==> config.mk <==
export PLATFORM = sky130hd
export DESIGN_NAME = stream_transpose_buffer
export DESIGN_NICKNAME = d
export VERILOG_FILES = /design/src/rtl/stream_transpose_buffer.sv
export SDC_FILE = /design/constraint.sdc
export NUM_CORES = 1
export LEC_CHECK = 0
export CAP_MARGIN = 20
export CORE_MARGIN = 3
export CORE_UTILIZATION = 45
export DETAILED_ROUTE_END_ITERATION = 7
export PLACE_DENSITY = 0.82
export SYNTH_ARGS = -nofsm -noshare
export SYNTH_HDL_FRONTEND = slang
export SYNTH_SLANG_ARGS = --single-unit
==> constraint.sdc <==
create_clock -name clk -period 1.5 [get_ports clk]
set_clock_uncertainty 0.1 [all_clocks]
set_input_delay 0.15 -clock clk [delete_from_list [all_inputs] [get_ports clk]]
set_output_delay 0.15 -clock clk [all_outputs]
set_load 0.005 [all_outputs]
==> src/rtl/stream_transpose_buffer.sv <==
// Row-in / column-out matrix transpose over valid/ready streams.
// Define TRANSPOSE_PINGPONG_EN for two banks so fill and drain overlap.
module stream_transpose_buffer #(
    parameter int ROWS = 4,
    parameter int COLS = 8
) (
    input  logic            clk,
    input  logic            reset,
    input  logic            in_valid,
    output logic            in_ready,
    input  logic [COLS-1:0] in_data,
    output logic            out_valid,
    input  logic            out_ready,
    output logic [ROWS-1:0] out_data,
    output logic            out_last,
    output logic            busy
);

    localparam int RW = $clog2(ROWS);
    localparam int CW = $clog2(COLS);
    localparam logic [RW-1:0] ROW_LAST = RW'(ROWS - 1);
    localparam logic [CW-1:0] COL_LAST = CW'(COLS - 1);

    logic [RW-1:0]   wr_idx_q, wr_idx_d;
    logic [CW-1:0]   rd_idx_q, rd_idx_d;
    logic            acc_s, xfer_s, wr_wrap_s, rd_wrap_s, any_full_s;
    logic [COLS-1:0] rd_rows_s [ROWS];

    assign acc_s     = in_valid & in_ready;
    assign xfer_s    = out_valid & out_ready;
    assign wr_wrap_s = acc_s & (wr_idx_q == ROW_LAST);
    assign rd_wrap_s = xfer_s & (rd_idx_q == COL_LAST);

    // Next-state for the row and column counters
    always_comb begin
        wr_idx_d = wr_idx_q;
        rd_idx_d = rd_idx_q;
        if (acc_s) begin
            wr_idx_d = wr_wrap_s ? '0 : wr_idx_q + RW'(1);
        end else begin
            wr_idx_d = wr_idx_q;
        end
        if (xfer_s) begin
            rd_idx_d = rd_wrap_s ? '0 : rd_idx_q + CW'(1);
        end else begin
            rd_idx_d = rd_idx_q;
        end
    end

    // Counter registers
    always_ff @(posedge clk) begin
        if (reset) begin
            wr_idx_q <= '0;
            rd_idx_q <= '0;
        end else begin
            wr_idx_q <= wr_idx_d;
            rd_idx_q <= rd_idx_d;
        end
    end

`ifdef TRANSPOSE_PINGPONG_EN
    logic            wb_q, rb_q;
    logic [1:0]      full_q, full_d;
    logic [COLS-1:0] mem_q [2][ROWS];

    assign in_ready   = ~full_q[wb_q];
    assign out_valid  = full_q[rb_q];
    assign any_full_s = |full_q;

    // A fill and a drain can only complete together on different banks
    always_comb begin
        full_d = full_q;
        if (wr_wrap_s) begin
            full_d[wb_q] = 1'b1;
        end else begin
            full_d[wb_q] = full_q[wb_q];
        end
        if (rd_wrap_s) begin
            full_d[rb_q] = 1'b0;
        end else begin
            full_d[rb_q] = full_d[rb_q];
        end
    end

    // Bank flags and bank pointers
    always_ff @(posedge clk) begin
        if (reset) begin
            full_q <= 2'b00;
            wb_q   <= 1'b0;
            rb_q   <= 1'b0;
        end else begin
            full_q <= full_d;
            wb_q   <= wb_q ^ wr_wrap_s;
            rb_q   <= rb_q ^ rd_wrap_s;
        end
    end

    // Row storage, left uncleared by reset
    always_ff @(posedge clk) begin
        if (acc_s && !reset) begin
            mem_q[wb_q][wr_idx_q] <= in_data;
        end
    end

    // Present the draining bank
    always_comb begin
        for (int r = 0; r < ROWS; r++) begin
            rd_rows_s[r] = mem_q[rb_q][r];
        end
    end
`else
    typedef enum logic {FILL = 1'b0, DRAIN = 1'b1} state_e;
    state_e          state_q;
    logic [COLS-1:0] mem_q [ROWS];

    assign in_ready   = (state_q == FILL);
    assign out_valid  = (state_q == DRAIN);
    assign any_full_s = (state_q == DRAIN);

    // Single-bank fill/drain sequencing
    always_ff @(posedge clk) begin
        if (reset) begin
            state_q <= FILL;
        end else begin
            case (state_q)
                FILL:    state_q <= wr_wrap_s ? DRAIN : FILL;
                DRAIN:   state_q <= rd_wrap_s ? FILL : DRAIN;
                default: state_q <= FILL;
            endcase
        end
    end

    // Row storage, left uncleared by reset
    always_ff @(posedge clk) begin
        if (acc_s && !reset) begin
            mem_q[wr_idx_q] <= in_data;
        end
    end

    // Present the single bank
    always_comb begin
        for (int r = 0; r < ROWS; r++) begin
            rd_rows_s[r] = mem_q[r];
        end
    end
`endif

    // Column select; zero whenever nothing is offered
    always_comb begin
        out_data = '0;
        for (int r = 0; r < ROWS; r++) begin
            if (out_valid) begin
                out_data[r] = rd_rows_s[r][rd_idx_q];
            end else begin
                out_data[r] = 1'b0;
            end
        end
    end

    assign out_last = out_valid & (rd_idx_q == COL_LAST);
    assign busy     = (wr_idx_q != '0) | any_full_s;

endmodule

==> qor.yml <==
status: "finished with violations"
violations: "negative setup slack"
synth_cells: 91
synth_most_common_cell: "edfxtp_1"
async_flop_share: 0
setup_violations: 8
vias: 886
synth_flop_cell: "edfxtp_1"
critPathSlowestCell: "mux4_2"
power_frac_seq: 0.660
crit_chain: "buf_12 -> buf_6 -> mux4_2 -> mux2i_1 -> nor2_1 -> buf_2"
track_usage: 0.1459
crit_buf_inv: 3
post-place-cells: 160
area_growth_syn_to_layout_pct: 30.46
worst_pin_slew_ns: 0.1873
cts_root_buffer: "clkbuf_4"
worstSetupPathDepth: 6
crit_type: "flop to output port"
ir_drop_uv: 586.4
layout_min_cycle_time_ns: 1.964
crit_path_start_kind: "flop"
gp_congestion: 0.7879
p_int_mw: 1.419
rsz0062_at_grt: "true"
netlist_area_um2: 1569
cts_max_level: 2
dr.pass1.iters: 5
hold_ws_ns: 0.3570
clk_latency_ns: 0.33
power_mw: 1.791
crit_required_ns: 1.25
synthTopCellsByCount: "edfxtp_1 (32), nor2_1 (9), mux4_2 (8)"
antenna_left: 0
timing.hold.worst_path_depth: 1
max_freq_mhz: 509.2
io_buffers: 19
synth_area_per_cell_um2: 17.24
routedWlPerCell_um: 16.11
grt_max_degree: 12
initial_core_util: 0.4937
finalNonFillerCells: 175
num_io_pins: 20
die_w_um: 65.05
synth_nets: 109
grt_pass1_wl_um: 4388
first_iter_violations: 43
p_clk_frac: 0.260
yosysTopAreaCell: "edfxtp_1"
fin_crit_sh: 1.309
slowest_delay_ns: 0.50
wirelength_um: 2820
swShare: 0.2079
path_delay_family: "multiplexers"
slew_headroom: 0.8748
report.final.slew_viol_count: 0
cts.sinks: 38
fp-row-count: 20
synth_area_leaders: "edfxtp_1 (61%), mux4_2 (11%), dfxtp_1 (7.7%)"
critPathMaxFanout: 6
holdBufCountCts: 0
diodes: 0
arrival_ns: 1.71
cts_buffers: 5
r2r_cells: 8
hpwl_um: 2087
grt_pass1_vias: 895
maxCapViolations: 0
layout-drive-gt1-share: 0.4046
yosys_warnings: 0
synth_edf_count: 32
path_clk_slew_ns: 0.10
ys_ff_latch: 38
hp-class: "input pin to flop"
fp.coreArea_um2: 3178
setup_slack_ns: -0.4638
fin_nets: 149
die_h_um: 65.05
yosysSeqAreaShare: 0.6890
grt_overflow: 0
hold_violations: 0
antenna_found_initial: 0
clockBufferDepth: 2
drcViolationCount: 0
p_per_area_nw_per_um2: 875.1
power.static_leakage_nw: 0.7273
synth_top_area_share: 0.6124
cp-end-kind: "output port"
cts_tree: "built"
place_ws_ns: -0.4083
comb_power_share: 0.080
synth_cell_type_count: 17
routed_via_density: 5.063
dieArea_um2: 4232
power.switching_mw: 0.3725
-- worst reg2reg max path, delay by kind of cell, from the launching register on --
family / cells / cell delay, ns
AOI/OAI and AO/OA: 1 / 0.12
and+or+nand+nor: 1 / 0.16
DFF: 1 / 0.34
adders and majority gates: 2 / 0.31
buffers and inverters: 4 / 0.52
-- layer usage --
metal  routed length (um)  global-route usage
met3                  128             0.05546
met4                   30             0.05440
met1                 1167              0.1603
met2                 1494              0.2554
met5                    0                   0
-- cell families (layout without fill, tap and decap cells) --
logic type                 Yosys count  count (layout)  synth area share
DFF                                 38              38            0.6890
and+or+nand+nor                     22              22           0.06778
adders and majority gates            6               6           0.04785
buffers and inverters                6              46           0.02073
muxes                               15              15            0.1595
AOI/OAI and AO/OA                    4               4           0.01515
-- per-stage QoR --
step,cell area [um^2],TNS (ns),util
finish,2047,-2.319,0.6441
global placement,1891,-8.689,0.5949
floorplan,1574,0,-
detailed placement,1891,-10.23,0.5949
global route,2047,-2.852,0.6441
CTS,2001,-2.370,0.6295
-- power groups by stage --
stage / combinational (mW) / sequential [mW] / clock [mW]
finish: 0.143 / 1.18 / 0.466
CTS: 0.132 / 1.18 / 0.482
global route: 0.158 / 1.18 / 0.533
global placement: 0.121 / 1.21 / 0
floorplan: 0.0476 / 1.21 / 0
detailed placement: 0.128 / 1.21 / 0
-- path summary, 6_finish.rpt --
kind	endpoint	slack (ns)	startpoint
max reg2reg	rd_idx_q[2]	-0.11	rd_idx_q[1]
min	mem_q[3][0]	0.36	in_data[0]
min reg2reg	out_valid	0.53	out_valid
max	out_data[3]	-0.46	rd_idx_q[1]
-- registers in the layout, indices dropped and copies added (netlist names) --
signal     count
mem_q         32
wr_idx_q       2
out_valid      1
rd_idx_q       3
-- layout make-up --
| type | instances | area, um^2 |
|---|---|---|
| Sequential cell | 38 | 1089 |
| Clock buffer | 5 | 37.54 |
| Inverter | 3 | 11.26 |
| Clock inverter | 2 | 10.01 |
| Timing Repair Buffer | 36 | 334.1 |
| Multi-Input combinational cell | 47 | 510.5 |
| Fill cell | 239 | 1131 |
| Tap cell | 44 | 55.05 |
-- layout by cell type, fill, tap and decap left out, types with 4 or more instances in the layout --
| master | n |
|---|---|
| mux4_2 | 8 |
| edfxtp_1 | 32 |
| nor2_1 | 9 |
| clkdlybuf4s50_1 | 12 |
| clkbuf_4 | 5 |
| buf_2 | 5 |
| buf_4 | 12 |
| nand2_1 | 4 |
| mux2i_1 | 7 |
-- repair_timing --
action,CTS,global route
gates resized for setup,35,10
pin swaps,2,2
setup endpoints to repair,8,39
buffers inserted,6,3
Power figures use the tool's default switching activity.
